File: src/rtl/ppu_bg_fetch.sv
`default_nettype none
// ============================================================================
//  Module      : ppu_bg_fetch
//  Description : Background tile fetcher for one scanline. For each tile it
//                issues nametable, attribute, pattern-low and pattern-high
//                VRAM reads in an 8-cycle group. It feeds four 16-bit shift
//                registers that produce one palette address per cycle.
//                Optional feature macro: PPU_BG_FINE_SCROLL_EN. When defined,
//                the fine_x scroll picks the output tap. When undefined,
//                the tap is fixed at bit 15.
//  Revision    : 1.0 - initial release
// ============================================================================
module ppu_bg_fetch #(
    parameter int TILES_PER_LINE = 32
) (
    input  logic        clk,
    input  logic        reset,
    input  logic        render,
    input  logic [7:0]  y_idx,
    input  logic [4:0]  coarse_x,
    input  logic [2:0]  fine_x,
    input  logic [1:0]  nt_sel,
    input  logic        pt_sel,
    input  logic [7:0]  VRAM_data_in,
    output logic [15:0] VRAM_addr,
    output logic [4:0]  pixel,
    output logic        pixel_valid,
    output logic        render_ready,
    output logic        scanline_done
);

    // Two prefetch groups lead the visible tiles.
    localparam int         c_GROUPS     = TILES_PER_LINE + 2;
    localparam logic [5:0] c_LAST_GROUP = 6'(c_GROUPS - 1);
    localparam logic [5:0] c_FIRST_EMIT = 6'd2;

    typedef enum logic [0:0] {
        ST_IDLE  = 1'b0,
        ST_FETCH = 1'b1
    } state_t;

    state_t      r_state;
    state_t      w_state_next;

    logic [2:0]  r_phase;
    logic [5:0]  r_group;

    // Scanline parameters frozen at the start of FETCH.
    logic [7:0]  r_y;
    logic [4:0]  r_coarse_x;
    logic [1:0]  r_nt_sel;
    logic        r_pt_sel;

    // Per-tile fetch results.
    logic [7:0]  r_tile_idx;
    logic [1:0]  r_attr;
    logic [7:0]  r_pt_lo_byte;

    // Pixel shift registers.
    logic [15:0] r_sh_pt_lo;
    logic [15:0] r_sh_pt_hi;
    logic [15:0] r_sh_at_lo;
    logic [15:0] r_sh_at_hi;

    logic [15:0] r_vram_addr;

    logic        w_last_cycle;
    logic        w_in_emit;
    logic [5:0]  w_col_sum;
    logic [4:0]  w_col;
    logic [15:0] w_nt_base;
    logic [15:0] w_nt_addr;
    logic [15:0] w_at_addr;
    logic [15:0] w_pt_addr;
    logic [1:0]  w_attr_bits;
    logic [3:0]  w_tap;
    logic [7:0]  w_ld_pt_lo;
    logic [7:0]  w_ld_pt_hi;
    logic [7:0]  w_ld_at_lo;
    logic [7:0]  w_ld_at_hi;

`ifdef PPU_BG_FINE_SCROLL_EN
    logic [2:0]  r_fine_x;

    // Latch the fine scroll with the other scanline parameters.
    always_ff @(posedge clk) begin
        if (reset) begin
            r_fine_x <= 3'd0;
        end else if (r_state == ST_IDLE && render) begin
            r_fine_x <= fine_x;
        end
    end

    assign w_tap = 4'd15 - {1'b0, r_fine_x};
`else
    // Fine scroll is not supported in this build. The tap stays at the MSB.
    logic w_unused_fine_x;
    assign w_unused_fine_x = ^fine_x;
    assign w_tap           = 4'd15;
`endif

    assign w_last_cycle = (r_group == c_LAST_GROUP) && (r_phase == 3'd7);
    assign w_in_emit    = (r_group >= c_FIRST_EMIT);

    // State register. Reset wins over a coincident render request.
    always_ff @(posedge clk) begin
        if (reset) begin
            r_state <= ST_IDLE;
        end else begin
            r_state <= w_state_next;
        end
    end

    // Next-state logic and status outputs.
    always_comb begin
        w_state_next  = r_state;
        render_ready  = 1'b0;
        pixel_valid   = 1'b0;
        scanline_done = 1'b0;
        case (r_state)
            ST_IDLE: begin
                render_ready = 1'b1;
                if (render) begin
                    w_state_next = ST_FETCH;
                end
            end
            ST_FETCH: begin
                pixel_valid   = w_in_emit;
                scanline_done = w_last_cycle;
                if (w_last_cycle) begin
                    w_state_next = ST_IDLE;
                end
            end
            default: begin
                w_state_next = ST_IDLE;
            end
        endcase
    end

    // Phase/group counters. They sit at zero in IDLE, so every scanline
    // starts at group 0 phase 0.
    always_ff @(posedge clk) begin
        if (reset) begin
            r_phase <= 3'd0;
            r_group <= 6'd0;
        end else if (r_state == ST_FETCH) begin
            r_phase <= r_phase + 3'd1;
            if (r_phase == 3'd7) begin
                r_group <= w_last_cycle ? 6'd0 : r_group + 6'd1;
            end
        end else begin
            r_phase <= 3'd0;
            r_group <= 6'd0;
        end
    end

    // Capture the scanline parameters on the IDLE->FETCH transition only.
    always_ff @(posedge clk) begin
        if (reset) begin
            r_y        <= 8'd0;
            r_coarse_x <= 5'd0;
            r_nt_sel   <= 2'd0;
            r_pt_sel   <= 1'b0;
        end else if (r_state == ST_IDLE && render) begin
            r_y        <= y_idx;
            r_coarse_x <= coarse_x;
            r_nt_sel   <= nt_sel;
            r_pt_sel   <= pt_sel;
        end
    end

    // Address generation. Column overflow past 31 toggles the horizontal
    // nametable bit, which lets a line scroll into the adjacent nametable.
    always_comb begin
        w_col_sum = {1'b0, r_coarse_x} + r_group;
        w_col     = w_col_sum[4:0];
        w_nt_base = 16'h2000 | {4'b0000, r_nt_sel[1], r_nt_sel[0] ^ w_col_sum[5], 10'd0};
        w_nt_addr = w_nt_base + {6'd0, r_y[7:3], w_col};
        w_at_addr = w_nt_base + 16'h03C0 + {10'd0, r_y[7:5], w_col[4:2]};
        // Bit 3 selects the pattern plane: phase 4 reads low, phase 6 reads high.
        w_pt_addr = {3'b000, r_pt_sel, r_tile_idx, r_phase[1], r_y[2:0]};
    end

    // Drive a new address on even phases. Hold the last one otherwise.
    always_comb begin
        VRAM_addr = r_vram_addr;
        if (r_state == ST_FETCH) begin
            case (r_phase)
                3'd0:    VRAM_addr = w_nt_addr;
                3'd2:    VRAM_addr = w_at_addr;
                3'd4:    VRAM_addr = w_pt_addr;
                3'd6:    VRAM_addr = w_pt_addr;
                default: VRAM_addr = r_vram_addr;
            endcase
        end
    end

    // Remember the driven address so that it persists across odd phases
    // and through IDLE.
    always_ff @(posedge clk) begin
        if (reset) begin
            r_vram_addr <= 16'd0;
        end else begin
            r_vram_addr <= VRAM_addr;
        end
    end

    // Pick the 2-bit palette of this tile's 16x16 quadrant from the
    // attribute byte.
    always_comb begin
        case ({r_y[4], w_col[1]})
            2'b11:   w_attr_bits = VRAM_data_in[7:6];
            2'b10:   w_attr_bits = VRAM_data_in[5:4];
            2'b01:   w_attr_bits = VRAM_data_in[3:2];
            default: w_attr_bits = VRAM_data_in[1:0];
        endcase
    end

    // Capture read data on odd phases. The read was issued one cycle earlier.
    always_ff @(posedge clk) begin
        if (reset) begin
            r_tile_idx   <= 8'd0;
            r_attr       <= 2'd0;
            r_pt_lo_byte <= 8'd0;
        end else if (r_state == ST_FETCH) begin
            case (r_phase)
                3'd1:    r_tile_idx   <= VRAM_data_in;
                3'd3:    r_attr       <= w_attr_bits;
                3'd5:    r_pt_lo_byte <= VRAM_data_in;
                default: ;
            endcase
        end
    end

    // Tile data for loading. The high pattern byte comes straight from the
    // bus at phase 7.
    assign w_ld_pt_lo = r_pt_lo_byte;
    assign w_ld_pt_hi = VRAM_data_in;
    assign w_ld_at_lo = {8{r_attr[0]}};
    assign w_ld_at_hi = {8{r_attr[1]}};

    // Shift registers. Groups 0 and 1 prime the upper and lower bytes.
    // From group 2 on, the registers shift every cycle and refill the lower
    // byte at the end of each group.
    always_ff @(posedge clk) begin
        if (reset) begin
            r_sh_pt_lo <= 16'd0;
            r_sh_pt_hi <= 16'd0;
            r_sh_at_lo <= 16'd0;
            r_sh_at_hi <= 16'd0;
        end else if (r_state == ST_FETCH) begin
            if (r_group == 6'd0) begin
                if (r_phase == 3'd7) begin
                    r_sh_pt_lo <= {w_ld_pt_lo, r_sh_pt_lo[7:0]};
                    r_sh_pt_hi <= {w_ld_pt_hi, r_sh_pt_hi[7:0]};
                    r_sh_at_lo <= {w_ld_at_lo, r_sh_at_lo[7:0]};
                    r_sh_at_hi <= {w_ld_at_hi, r_sh_at_hi[7:0]};
                end
            end else if (r_group == 6'd1) begin
                if (r_phase == 3'd7) begin
                    r_sh_pt_lo <= {r_sh_pt_lo[15:8], w_ld_pt_lo};
                    r_sh_pt_hi <= {r_sh_pt_hi[15:8], w_ld_pt_hi};
                    r_sh_at_lo <= {r_sh_at_lo[15:8], w_ld_at_lo};
                    r_sh_at_hi <= {r_sh_at_hi[15:8], w_ld_at_hi};
                end
            end else if (r_phase == 3'd7) begin
                r_sh_pt_lo <= {r_sh_pt_lo[14:7], w_ld_pt_lo};
                r_sh_pt_hi <= {r_sh_pt_hi[14:7], w_ld_pt_hi};
                r_sh_at_lo <= {r_sh_at_lo[14:7], w_ld_at_lo};
                r_sh_at_hi <= {r_sh_at_hi[14:7], w_ld_at_hi};
            end else begin
                r_sh_pt_lo <= {r_sh_pt_lo[14:0], 1'b0};
                r_sh_pt_hi <= {r_sh_pt_hi[14:0], 1'b0};
                r_sh_at_lo <= {r_sh_at_lo[14:0], 1'b0};
                r_sh_at_hi <= {r_sh_at_hi[14:0], 1'b0};
            end
        end
    end

    // Pixel output taps the registers before this cycle's shift.
    always_comb begin
        pixel = 5'd0;
        if (pixel_valid) begin
            pixel = {1'b0, r_sh_at_hi[w_tap], r_sh_at_lo[w_tap],
                     r_sh_pt_hi[w_tap], r_sh_pt_lo[w_tap]};
        end
    end

endmodule
`default_nettype wire

File: config.mk
export PLATFORM = sky130hd
export DESIGN_NAME = ppu_bg_fetch
export DESIGN_NICKNAME = d
export VERILOG_FILES = /design/src/rtl/ppu_bg_fetch.sv
export SDC_FILE = /design/constraint.sdc
export NUM_CORES = 1
export LEC_CHECK = 0
export CAP_MARGIN = 20
export CORE_UTILIZATION = 50
export CTS_CLUSTER_DIAMETER = 100
export DETAILED_ROUTE_END_ITERATION = 12
export PLACE_DENSITY = 0.71
export SYNTH_ARGS = -nofsm -noshare
export SYNTH_HDL_FRONTEND = slang
export SYNTH_SLANG_ARGS = --single-unit
File: constraint.sdc
create_clock -name clk -period 2.54 [get_ports clk]
set_clock_uncertainty 0.1 [all_clocks]
set_input_delay 0.381 -clock clk [delete_from_list [all_inputs] [get_ports clk]]
set_output_delay 0.381 -clock clk [all_outputs]
set_load 0.01 [all_outputs]
# [Word-level counts from Yosys, hierarchy flattened]
# Index checks and enable logic that the tools add are counted.
[totals] ff_bits=124 wordCells=86
[classes] addsub=6 magnitude_cmp=1 eq_ne=15 muxes=31 bitwise=3 n_reduce_logical=11
[op_table] operator="two-way mux 16 bit" count=13
[op_table] operator="two-way mux 8 bit" count=8
[op_table] operator="one-hot mux 16 bit (3 select lines)" count=1
[op_table] operator="adder 15 x 6 -> 16 bit" count=1
[op_table] operator="adder 14 x 10 -> 15 bit" count=1
[op_table] operator="adder 14 x 10 -> 15 bit, second input constant" count=1
[op_table] operator="equality test 3 bit, second input constant" count=4
[op_table] operator="adder 5 x 6 -> 6 bit" count=1
[op_table] operator="adder 6 x 1 -> 6 bit, second input constant" count=1
[op_table] operator="equality test 3 x 2 -> 1 bit, second input constant" count=2
[op_table] operator="equality test 6 x 1 -> 1 bit, second input constant" count=1
[op_table] operator="equality test 6 bit, second input constant" count=1
[op_table] operator="greater-or-equal comparator 6 x 2 -> 1 bit, second input constant" count=1
[op_table] operator="logical NOT 6 bit" count=1
[op_table] operator="two-way mux 6 bit" count=1
[op_table] operator="inequality test 2 bit, second input constant" count=3
[op_table] operator="one-hot mux 2 bit (3 select lines)" count=1
[op_table] operator="AND reduction 2 bit" count=3
[op_table] operator="two-way mux 1 bit" count=5
[op_table] operator="equality test 2 bit, second input constant" count=2
[op_table] operator="two-way mux 4 bit" count=1
[op_table] operator="AND reduction 4 bit" count=1
[op_table] operator="OR reduction 2 bit" count=2
[op_table] operator="adder 3 x 1 -> 3 bit, second input constant" count=1
[op_table] operator="other kinds (8)" count=10

# [Longest topological paths before layout]
# Gate-level depths: netlist (run 1).
[depth] word_depth=6 depth_mapped=9

# [Least setup slack after synthesis (run 1)]
# No wires, ideal clock.
[synth_path] kind="register to output" startpoint="reg r_group[3]" endpoint="out VRAM_addr[10]" arrival_time_ns=1.699 required_ns=2.059 path_slack_ns=0.360 path_stages_with_launch=6 path_buffers=0 cell_sequence="dfxtp_1 ha_1 a21oi_1 o221a_2 xnor2_1 o31ai_1"
[synth_between] elab_chain_cells=6 word_cells_on_any_way=7 classes_between="add/sub: 4; mux: 2; bitwise: 1"
[synth_lines] element="from (decl)" line_no="46" text="logic [5:0] r_group;"
[synth_lines] element="from (signal assigned)" line_no="149" text="r_group <= w_last_cycle ? 6'd0 : r_group + 6'd1;"
[synth_lines] element="adder 5 x 6 -> 6 bit (*)" line_no="175" text="w_col_sum = {1'b0, r_coarse_x} + r_group;"
[synth_lines] element="bitwise XOR 1 bit" line_no="177" text="w_nt_base = 16'h2000 | {4'b0000, r_nt_sel[1], r_nt_sel[0] ^ w_col_sum[5], 10'd0};"
[synth_lines] element="adder 14 x 10 -> 15 bit" line_no="179" text="w_at_addr = w_nt_base + 16'h03C0 + {10'd0, r_y[7:5], w_col[4:2]};"
[synth_lines] element="adder 15 x 6 -> 16 bit" line_no="179"
[synth_lines] element="one-hot mux 16 bit (3 select lines) (*)" line_no="188" text="case (r_phase)"
[synth_lines] element="two-way mux 16 bit (*)" line_no="187" text="if (r_state == ST_FETCH) begin"
[synth_lines] element="to (decl)" line_no="25" text="output logic [15:0] VRAM_addr,"
# Every way passes the cells marked *; elsewhere a longest branch is shown, timed or not.

# [Final worst setup path (run 1)]
[layout_path] startpoint="reg r_group[0]" endpoint="out VRAM_addr[0]"
[layout_between] elab_chain_cells=4 word_cells_on_any_way=5 classes_between="add/sub: 3; mux: 2"
[layout_lines] element="adder 5 x 6 -> 6 bit (*)" line_no="175"
[layout_lines] element="adder 15 x 6 -> 16 bit / adder 14 x 10 -> 15 bit (equally long branches)" line_no="179, 178"
[layout_lines] element="one-hot mux 16 bit (3 select lines) (*)" line_no="188"
[layout_lines] element="two-way mux 16 bit (*)" line_no="187"
# Marked as above.

==> key figures, run 1 <==
Flow run
  • Max Cap Viol: 0

Clock tree
  • Num CTS Buffers: 17
  • CTS Buffer Depth: 2
  • Clock root buffer master: clkbuf_8
  • Clk pin slew, worst setup/hold paths: approximately 0.060 ns
  • Htree depth: 4
  • Latest clock arrival within the worst-skew pair: ~0.54 ns
  • CTS tree: done
  • CTS sink count: 124

Synthesis
  • Mapped Cells: ~600
  • Synth unique cells: 49
  • Synthesized flop and latch total: 124
  • Post-synthesis xor/xnor area fraction: 0.0112
  • Mux cell area share after synthesis: 0.0649
  • Ys Warns: 0
  • Largest family of logic cells by synthesized area: compound AO/OA/AOI/OAI gates
  • Post-Synthesis Cell Area: around 5500 µm²
  • Most used DFF post-synth: dfxtp_1
  • Adder-cell share of the synthesized area: 0.0380
  • Post-synthesis simple-gate area fraction: 0.143
  • EDFF count, synth: 0
  • Sequential area share after synthesis: 0.454
  • Syn nets: about 660
  • Post-synthesis compound-gate area fraction: 0.248
  • Syn_area_per_cell: approximately 9 µm²
  • Asr flop ratio synth: 0

Power and ir drop
  • Leak pwr: around 0.0028 µW
  • VDD IR-drop max: approximately 0.46 mV
  • Total power: a little over 5000 µW
  • PD cells: 687 nW/µm²

Critical path
  • Stages on the worst setup path: 6
  • Reg-to-Reg End: r_sh_at_hi[5]
  • Crit path buffers/inverters: 1
  • Worst setup startpoint: r_group[0]
  • Critical Path Sink Type: primary output
  • R2R setup slack: between 0.2 and 0.25 ns
  • CP peak stage delay: roughly 0.38 ns
  • CP arrival: approximately 2.1 ns
  • Max FO, Critical Path: 2
  • R2R cell count: 9
  • Crit Path Category: flop to primary output
  • Worst R2R Start: r_phase[0]
  • Cell family with most CP delay: adder cells
  • Critical path required time: around 2.1 ns
  • CP max stage cell: fa_2
  • Cell breakdown of the critical path: ha_4, fa_2, xor2_2, a221oi_2, o21ai_1, buf_2
  • CP Launch Type: flop
  • CP Capture Point: VRAM_addr[0]

Timing
  • Hold Vio Cnt, Final: 0
  • RSZ-0062 raised after global routing: yes
  • Final period utilization: 1.03
  • Final Max Tran Viols: 0
  • Fmax: 383 MHz
  • Final setup margin: -0.0697 ns
  • Min cycle time layout: roughly 2.6 ns
  • Setup violators final: 9
  • Measured slew at the worst slew-check pin: around 0.66 ns
  • Fin Hold WS: roughly 0.18 ns
  • Slew margin rel.: 0.557

Finish
  • Leading cell type in the layout, fill and taps excluded: dfxtp_1
  • Fillers: approximately 800
  • Area delta synth->final: 34.3%
  • Nets: 741
  • Share of cells above drive strength 1: 0.240
  • Ant diodes: 0
  • Most frequent cells in the layout: 111 x dfxtp_1, 82 x a21oi_1, 66 x nand2_1

Global routing
  • First-pass GRT wire length: between 20,000 and 25,000 µm
  • Grt ovf: 0
  • GR Util All Layers: 0.265
  • Initial antenna violation count: 0
  • Largest net degree at the start of global routing: about 100
  • Vias in the first global route: between 4,000 and 5,000

Detailed routing
  • # DRC: 0
  • Final ANT Viol Nets: 0
  • Routed vias: about 5,000
  • Vias per cell: between 5 and 6
  • TritonRoute pass-1 iters: 5
  • Iter 0 DRT Violations: around 450
  • Drt total wl: 15,100 µm
  • Routed WL per cell: around 18 µm

Placed design
  • Port Buf Inserts: 49
  • Final HPWL DP: 9080 µm
  • Dpl ws: -0.0186 ns
  • GP Congestion: 0.865

Status
  • Outcome: finished, violations left
  • Failing checks: negative setup slack

Floorplanning
  • Die width: 107 µm
  • DIE AREA: 11,400 µm²
  • Initial Util: 0.523
  • Die Y: approximately 110 µm
  • Rows: 37
  • CORE AREA: about 10,000 µm²
  • Num ports: 54

Worst hold path
  • Hold Crit Class: input pin to flop
-- stage by stage --
stage,util,instance area [µm²],TNS [ns],cells
after global placement,0.605,6320,0,797
final,0.702,7350,-0.420,844
after detailed placement,0.605,6320,-0.0186,797
after global routing,0.702,7350,-1.09,844
after floorplan,-,5470,0,609
after CTS,0.685,7170,-0.277,839
-- cells in the mapped netlist (5+ instances only) --
cell	number	area [µm²]
inv_1	10	37.5
nand2_1	66	248
a21oi_1	89	445
nor2_1	41	154
mux2i_1	31	310
clkbuf_1	34	128
a221o_1	7	70.1
ha_1	15	188
a221oi_1	5	43.8
and2_1	10	62.6
nor2b_1	17	106
buf_2	9	45.0
a22oi_1	17	128
a211oi_1	54	405
o21ai_0	8	40.0
nand3_1	10	50.1
o2bb2ai_1	6	52.6
dfxtp_1	124	2480
-- sequential cells by signal, indices dropped and copies added, names as in the netlist --
register and flops:
r_vram_addr 16, r_pt_sel 1, r_sh_at_hi 16, r_sh_pt_hi 16, r_sh_at_lo 16, r_phase 3
r_tile_idx 8, r_y 8, r_nt_sel 2, r_sh_pt_lo 16, r_coarse_x 5, r_attr 2
r_state 1, r_group 6, r_pt_lo_byte 8
-- final cells by class --
cell class                 count  area, µm²  share of cell area
sequential                   124       2500               0.340
inverter                      11       46.3             0.00630
timing repair buffer         112        925               0.126
tap                          136        170              0.0232
clock inverter                 7        135              0.0184
multi-input combinational    429       3100               0.421
clock buffer                  25        474              0.0645
-- worst min-delay path, stage by stage --
cell     delay [ns]
buf_2          0.12
nor2b_1        0.11
and2_1         0.17
-- power by group --
group / switching, µW / internal, µW
clock network: 848 / 1670
logic: 284 / 226
registers: 33.1 / 1990
-- timing repair --
action / 4_1_cts / 5_1_grt
endpoints found under the setup margin: 22 / 16
buffers inserted: 9 / 5
hold buffers: 0 / 0
resized for setup: 108 / 34
pin swaps: 17 / 14
gates cloned: 1 / 0
-- kinds of logic after synthesis --
family                   Yosys count
flip-flops                       124
adder cells (fa/ha/maj)           16
multiplexers                      33
AND/OR/NAND/NOR                  164
other                              1
AO/OA/AOI/OAI                    208
XOR/XNOR                           7
buffers and inverters             56
-- worst min-delay path by stage --
stage / startpoint / end / slack [ns] / cells after the start
after floorplan: r_sh_at_lo[0] / r_sh_at_lo[0] / 0.33 / 1
after global placement: r_sh_at_lo[0] / r_sh_at_lo[0] / 0.33 / 1
after detailed placement: r_sh_at_hi[4] / r_sh_at_hi[4] / 0.35 / 1
after CTS: reset / r_phase[1] / 0.17 / 3
after global routing: reset / r_phase[1] / 0.17 / 3
final: reset / r_phase[1] / 0.18 / 3
-- layer usage --
layer | track usage | part of all wire
met3 | 0.0754 | 0.048
met1 | 0.329 | 0.43
met4 | 0.102 | 0.017
met2 | 0.435 | 0.51
met5 | 0 | 0
No activity file was read; power rests on OpenSTA's default activity.
==> inputs of run 2 (changes only) <==
--- a/config.mk
+++ b/config.mk
@@ -9,7 +9,7 @@
 export CORE_UTILIZATION = 50
 export CTS_CLUSTER_DIAMETER = 100
 export DETAILED_ROUTE_END_ITERATION = 12
-export PLACE_DENSITY = 0.71
+export PLACE_DENSITY_LB_ADDON = 0.15
 export SYNTH_ARGS = -nofsm -noshare
 export SYNTH_HDL_FRONTEND = slang
 export SYNTH_SLANG_ARGS = --single-unit
==> run 2 against run 1 <==
- the run still ends with negative setup slack left
- hold slack lost 0.064 ns
- critical path type unchanged
- fmax is essentially flat
- global-route usage fell by 0.061 points
- critical endpoint is now VRAM_addr[2]
- sequential cell count stayed put
- combinational power decreased by 5.7%
- first-iteration DRC count is 16% lower
==> key figures, run 2 (synthesis gave the netlist of run 1 again) <==
Clock tree
  • Clock root buffer master: clkbuf_8
  • CTS hold repair buffers: 0
  • CTS sink count: between 100 and 150
  • CTS Buffer Depth: 2
  • Latest clock arrival within the worst-skew pair: 0.53 ns
  • Num CTS Buffers: 17
  • CTS tree: done
  • Htree depth: 4
  • Clk pin slew, worst setup/hold paths: 0.06 ns

Critical path
  • Max FO, Critical Path: 2
  • Critical path required time: 2.06 ns
  • Critical Path Sink Type: primary output
  • CP arrival: roughly 2.1 ns
  • CP Launch Type: flop
  • Crit Path Category: flop to primary output

Timing
  • Min cycle time layout: 2.61 ns
  • Final period utilization: 1.03
  • Slew margin rel.: 0.557
  • Hold Vio Cnt, Final: 0
  • Setup violators final: 3
  • Final Max Tran Viols: 0
  • Final setup margin: -0.0720 ns
  • RSZ-0062 raised after global routing: yes
  • Fin Hold WS: approximately 0.11 ns
  • TNS Setup: -0.143 ns
  • Measured slew at the worst slew-check pin: roughly 0.66 ns
  • Fmax: 383 MHz

Global routing
  • Met2 Track Usage GR: 0.426
  • Initial antenna violation count: 0
  • First-pass GRT wire length: 23,400 µm
  • Vias in the first global route: roughly 4,700
  • GR Util All Layers: 0.264
  • GR Util met1: 0.345
  • Met3 Track Usage GR: 0.0650
  • GR peak layer: met2
  • Largest net degree at the start of global routing: 67
  • Grt ovf: 0

Placed design
  • Port Buf Inserts: 49
  • Final HPWL DP: ~9000 µm
  • Cells after DPL: ~800
  • Dpl ws: -0.0196 ns
  • GP Congestion: approximately 0.88

Finish
  • Cell Count, Final, Fillers Out: 837
  • Leading cell type in the layout, fill and taps excluded: dfxtp_1
  • Share of cells above drive strength 1: 0.227
  • Most frequent cells in the layout: 112 x dfxtp_1, 82 x a21oi_1, 66 x nand2_1
  • Fillers: ~820
  • Multi-input logic area: just over 3000 µm²
  • Reg area: roughly 2500 µm²
  • Area delta synth->final: 32.4%
  • Nets: 735
  • Ant diodes: 0

Power and ir drop
  • Leak pwr: ~0.0027 µW
  • VDD IR-drop max: 0.469 mV
  • PD cells: 691 nW/µm²

Floorplanning
  • Die width: roughly 110 µm
  • DIE AREA: 11,400 µm²
  • Num ports: 54
  • Rows: 37
  • CORE AREA: between 10,000 and 15,000 µm²
  • Die Y: 107 µm
  • Initial Util: 0.523

Detailed routing
  • TritonRoute pass-1 iters: 4
  • Routed vias: about 5,000
  • Routed WL per cell: 17.3 µm
  • Vias per cell: just under 6
  • Iter 0 DRT Violations: around 380
  • # DRC: 0
  • Drt total wl: ~15,000 µm
  • Final ANT Viol Nets: 0

Status
  • Outcome: finished, violations left
  • Failing checks: negative setup slack

Flow run
  • Max Cap Viol: 0

Worst hold path
  • Hold Crit Class: input pin to flop
run 2: report_power, final:
group,switching (µW),internal (µW)
registers,36.6,1990
clock network,832,1670
logic,268,213
total,1140,3870
run 2: critical path, stage by stage (launching register included):
cell      delay [ns]
dfxtp_2         0.34
ha_4            0.17
fa_2            0.39
xor2_2          0.18
a221oi_2        0.27
a21oi_1         0.12
buf_2           0.15
run 2: layout make-up:
cell class,instances,share of cell area
clock buffer,25,0.0710
sequential,124,0.345
clock inverter,6,0.0145
inverter,11,0.00605
tap,136,0.0235
timing repair buffer,106,0.120
multi-input combinational,429,0.420
run 2: routing by layer:
| metal | up-vias | wire length (µm) |
|---|---|---|
| met5 | - | 0 |
| met4 | 0 | 371 |
| met3 | 31 | 598 |
| met2 | 119 | 7020 |
| met1 | 2390 | 6520 |
| li1 | 2376 | - |
run 2: final timing paths:
path / from / cells after the start / endpoint / slack, ns
worst min register to register: r_vram_addr[12] / 2 / r_vram_addr[12] / 0.36
worst min-delay path: reset / 2 / r_pt_lo_byte[4] / 0.11
worst max-delay path: r_group[0] / 6 / VRAM_addr[2] / -0.07
worst max register to register: r_group[0] / 7 / r_attr[1] / 0.28
run 2: through the flow:
stage          instance area [µm²]  power [µW]  utilization
2_1_floorplan                 5470        2290            -
3_3_place_gp                  6280        2480        0.600
4_1_cts                       7120        4990        0.680
6_report                      7240        5010        0.692
3_5_place_dp                  6280        2490        0.600
5_1_grt                       7240        5170        0.692
run 2: repair_timing:
action / 4_1_cts / 5_1_grt
gates resized for setup: 105 / 21
endpoints found under the setup margin: 22 / 14
pin swaps: 11 / 7
gates cloned: 1 / 0
setup buffers: 10 / 3
==> inputs of run 3 (changes only) <==
--- a/config.mk
+++ b/config.mk
@@ -10,6 +10,7 @@
 export CTS_CLUSTER_DIAMETER = 100
 export DETAILED_ROUTE_END_ITERATION = 12
 export PLACE_DENSITY_LB_ADDON = 0.15
+export SETUP_SLACK_MARGIN = 0.02
 export SYNTH_ARGS = -nofsm -noshare
 export SYNTH_HDL_FRONTEND = slang
 export SYNTH_SLANG_ARGS = --single-unit
==> run 3 against run 2 <==
- the flow still finishes with violations (negative setup slack)
- worst setup slack gained 0.015 ns
- via count shrank 0.83%
- count of clock-buffer cells in the layout is the same
- sequential cell count is the same
- non-clock buffer count is the same
- clock power is essentially flat
- largest power group unchanged
==> key figures, run 3 (synthesis gave the netlist of run 1 again) <==
Clock tree
  • Htree depth: 4
  • Latest clock arrival within the worst-skew pair: roughly 0.52 ns
  • CTS tree: done
  • Num CTS Buffers: 17
  • CTS sink count: about 120
  • CTS Buffer Depth: 2
  • Clk pin slew, worst setup/hold paths: 0.06 ns
  • Clock root buffer master: clkbuf_8
  • CTS hold repair buffers: 0

Critical path
  • Critical path required time: slightly above 2 ns
  • CP arrival: 2.12 ns
  • R2R setup slack: between 0.2 and 0.3 ns
  • Critical Path Sink Type: primary output
  • Cell breakdown of the critical path: ha_4, fa_2, xor2_2, a221oi_2, a21oi_1, buf_2
  • CP Launch Type: flop
  • Crit Path Category: flop to primary output
  • CP peak stage delay: roughly 0.40 ns
  • R2R cell count: 7
  • CP max stage cell: fa_2
  • Worst R2R Start: r_group[0]
  • Max FO, Critical Path: 2
  • Reg-to-Reg End: r_attr[1]

Global routing
  • Vias in the first global route: between 4,000 and 5,000
  • Grt ovf: 0
  • GR Util All Layers: 0.265
  • Initial antenna violation count: 0
  • Largest net degree at the start of global routing: 67
  • First-pass GRT wire length: 23,500 µm

Finish
  • Nets: around 740
  • Reg area: 2500 µm²
  • Area delta synth->final: 32.0%
  • Multi-input logic area: 3030 µm²
  • Ant diodes: 0
  • Leading cell type in the layout, fill and taps excluded: dfxtp_1
  • Share of cells above drive strength 1: 0.221
  • Most frequent cells in the layout: 114 x dfxtp_1, 83 x a21oi_1, 66 x nand2_1
  • Final Cell Area: 7220 µm²
  • Fillers: 819

Status
  • Failing checks: negative setup slack
  • Outcome: finished, violations left

Power and ir drop
  • VDD IR-drop max: between 0.4 and 0.5 mV
  • Leak pwr: 0.00273 µW
  • PD cells: 691 nW/µm²

Floorplanning
  • Die Y: between 100 and 150 µm
  • Die width: about 110 µm
  • Rows: 37
  • DIE AREA: 11,400 µm²
  • Num ports: 54
  • CORE AREA: ~10,000 µm²
  • Initial Util: 0.523

Timing
  • RSZ-0062 raised after global routing: yes
  • Setup violators final: 4
  • Hold Vio Cnt, Final: 0
  • Final setup margin: -0.0575 ns
  • Final Max Tran Viols: 0
  • Slew margin rel.: 0.559
  • Fmax: just under 400 MHz
  • Final period utilization: 1.02
  • Min cycle time layout: about 2.6 ns
  • Measured slew at the worst slew-check pin: 0.660 ns

Worst hold path
  • Hold_sp: reset
  • Hold EP: r_pt_lo_byte[4]
  • Hold Crit Class: input pin to flop
  • Hold path depth: 2

Placed design
  • GP Congestion: just under 0.9
  • Dpl ws: -0.0196 ns
  • Post-Place Cell Area: roughly 6300 µm²
  • Final HPWL DP: between 9000 and 10,000 µm
  • Port Buf Inserts: between 40 and 50

Flow run
  • Max Cap Viol: 0

Detailed routing
  • Routed vias: ~4,900
  • # DRC: 0
  • Drt total wl: about 14,000 µm
  • Routed WL per cell: about 17 µm
  • TritonRoute pass-1 iters: 5
  • Iter 0 DRT Violations: 336
  • Vias per cell: about 5.8
  • Final ANT Viol Nets: 0
[run 3: area by class of cell]
class                           instances  area share
Multi-Input combinational cell        429       0.419
Sequential cell                       124       0.346
Timing Repair Buffer                  106       0.120
Clock buffer                           25      0.0712
Tap cell                              136      0.0236
Clock inverter                          6      0.0146
Inverter                               11     0.00606
[run 3: routing by layer]
| metal | global-route usage | up-vias | wire [µm] |
|---|---|---|---|
| li1 | - | 2375 | - |
| met1 | 0.344 | 2362 | 6450 |
| met2 | 0.427 | 113 | 6950 |
| met3 | 0.0657 | 25 | 611 |
| met4 | 0.0959 | 0 | 308 |
| met5 | 0 | - | 0 |
[run 3: critical path, delay by kind of cell (launching register included)]
family,cells,cell delay [ns]
fa+ha+maj,2,0.57
compound gates,2,0.36
flops,1,0.34
xor+xnor,1,0.18
buf+inv,1,0.14
[run 3: per-stage QoR]
step           utilization  total power, µW  std cells  TNS (ns)  hold WS, ns
5_1_grt              0.690             5160        837    -0.758        0.104
3_5_place_dp         0.600             2490        791   -0.0272        0.349
4_1_cts              0.683             4990        833   -0.0942       0.0978
3_3_place_gp         0.600             2480        791         0        0.333
6_report             0.690             4990        837    -0.156        0.117
2_1_floorplan            -             2290        609         0        0.328
[run 3: power breakdown]
| group | internal (µW) | total (µW) | switching (µW) |
|---|---|---|---|
| clock | 1670 | 2490 | 823 |
| sequential | 1990 | 2030 | 36.5 |
| combinational | 210 | 476 | 266 |
[run 3: worst max-delay path by stage]
stage | from | depth (start not counted) | to
floorplan | r_group[3] | 5 | VRAM_addr[10]
global placement | r_group[0] | 7 | VRAM_addr[4]
detailed placement | r_group[0] | 7 | VRAM_addr[4]
CTS | r_group[0] | 6 | VRAM_addr[2]
global route | r_group[0] | 6 | VRAM_addr[2]
finish | r_group[0] | 6 | VRAM_addr[2]
[run 3: timing repair]
item                       CTS  global route
setup endpoints to repair   22            16
cloned                       1             0
buffers inserted            10             3
gates resized for setup    110            11
pin swaps                   12             3
==> patch: new RTL, flow settings as in run 2 <==
Build with the macro `PPU_BG_FINE_SCROLL_EN` defined.
--- a/src/rtl/ppu_bg_fetch.sv
+++ b/src/rtl/ppu_bg_fetch.sv
@@ -10,6 +10,8 @@
 //                the tap is fixed at bit 15.
 //  Revision    : 1.0 - initial release
 // ============================================================================
+`define PPU_BG_FINE_SCROLL_EN
+
 module ppu_bg_fetch #(
     parameter int TILES_PER_LINE = 32
 ) (
Formal check against the unedited RTL: no difference found for any inputs over 4 cycles, from zero or initial values and one cycle with reset high; that may be too few to reach the edited logic, so the function may still have changed.
==> patch against run 2 <==
The run still ends with negative setup slack left. Sequential cell count up 3. Area after synthesis up 7.6%. Die area up 7.4%. Cell area up 5.6%. Clock power up 13%. Sequential share of layout area down 1.1 points. Routed wire length up 6.3%. Count of clock-buffer cells in the layout down 5. Worst setup slack better by 0.066 ns. Maximum frequency up 2.6%. Hold slack better by 0.18 ns. Combinational power down 21%. Total power up 5.3%. Non-clock buffer count down 1. Critical path type unchanged. Critical endpoint is now VRAM_addr[0]. Largest power group unchanged.
==> patch: results (changes against run 2) <==
* Distinct cells, synth: 48 (-2.0%)
* Count of buffers inserted at the top-level ports: 52 (+6.1%)
- The total of endpoints with negative setup slack in the final report is 1 (-2).
* Worst setup timing slack at the placement stage: -0.0316 ns (-0.0120 ns)
* Static Leak: 2.82 nW (+3.1%)
- The final setup slack of the worst path is -0.00578 ns (+0.0663 ns).
* Global-route wire length before repair: 25700 um (+9.7%)
* Final wirelength: 15400 um (+6.3%)
* Arrival @ worst endpoint: 2.06 ns (-0.07 ns)
* Placed Instance Area: 6730 um^2 (+7.1%)
* Total setup buffers inserted after CTS: 8 (-2)
- The number of inserted filler cells in the final layout is 924 (+13%).
- The number of nets produced by synthesis came to 719 (+9.8%).
* Utilization after layout: 0.667 (-0.0254)
- Reg-to-reg setup timing slack: 0.20 ns (-0.08 ns)
* Part of the Yosys area used for sequential elements: 0.432 (-0.0218)
- Initial drt markers: 409 (+8.5%)
- The total iterations of the first detailed-routing run is 5 (+1).
* Logic depth of the worst register-to-register path: 4 (-3)
* Worst-Margin Slew: 0.747 ns (+0.0829 ns)
- Nets: 793 (+7.9%)
* Root buffer cell: clkbuf_16
* Failing checks: negative setup slack
- The flow ran to the end, but the final reports show violations.
* Post-CTS sizing: 89 (-15%)
- The global-route usage over all layers was 0.260 (-0.00442).
- The total placed cells including tap cells is 863 (+9.1%).
- Average vias per placed instance: 5.86 (-0.16%)
- The ratio of cells with drive above 1 in the final layout was 0.205 (-0.0216).
==> patch: cell types whose count changed after synthesis, sizes merged, moves of 3 or more <==
cell	change
a211oi	-6
a21oi	+13
a221o	-7
a311oi	+14
and2	-5
clkbuf	+5
dfxtp	+3
mux2i	-10
mux4	+8
nand2	+41
nor2	+5
o21ai	+3
==> patch: area by class of cell <==
class / instances / area share
Sequential cell: 127 / 0.334
Timing Repair Buffer: 105 / 0.116
Clock inverter: 12 / 0.0311
Multi-Input combinational cell: 484 / 0.431
Inverter: 12 / 0.00589
Clock buffer: 20 / 0.0584
Tap cell: 143 / 0.0234
==> patch: power breakdown <==
part / leakage, nW / switching [W] / internal (W)
Sequential: 1.03 / 0.0000312 / 0.00203
Combinational: 1.45 / 0.000210 / 0.000171
Clock: 0.334 / 0.000876 / 0.00196
==> patch: routing by layer <==
metal  part of all wire  vias to the layer above  GRT usage
li1                   -                     2592          -
met1               0.43                     2520      0.328
met2               0.49                      152      0.428
met3              0.050                       31     0.0659
met4              0.023                        0     0.0969
met5                  0                        -          0
==> patch: kinds of logic after synthesis <==
logic type,synth area share
buffers and inverters,0.0480
multiplexers,0.0740
AND/OR/NAND/NOR,0.157
adder cells (fa/ha/maj),0.0353
AO/OA/AOI/OAI,0.243
flip-flops,0.432
other,0.000637
XOR/XNOR,0.0104
==> patch: path summary, 6_finish.rpt <==
| path | start | to |
|---|---|---|
| max reg2reg | r_state$_SDFF_PP0_ | r_pt_lo_byte[6]$_SDFFE_PP0P_ |
| min reg2reg | r_vram_addr[12]$_SDFF_PP0_ | r_vram_addr[12]$_SDFF_PP0_ |
| max | r_group[0]$_SDFFE_PP0P_ | VRAM_addr[0] |
| min | reset | r_vram_addr[5]$_SDFF_PP0_ |
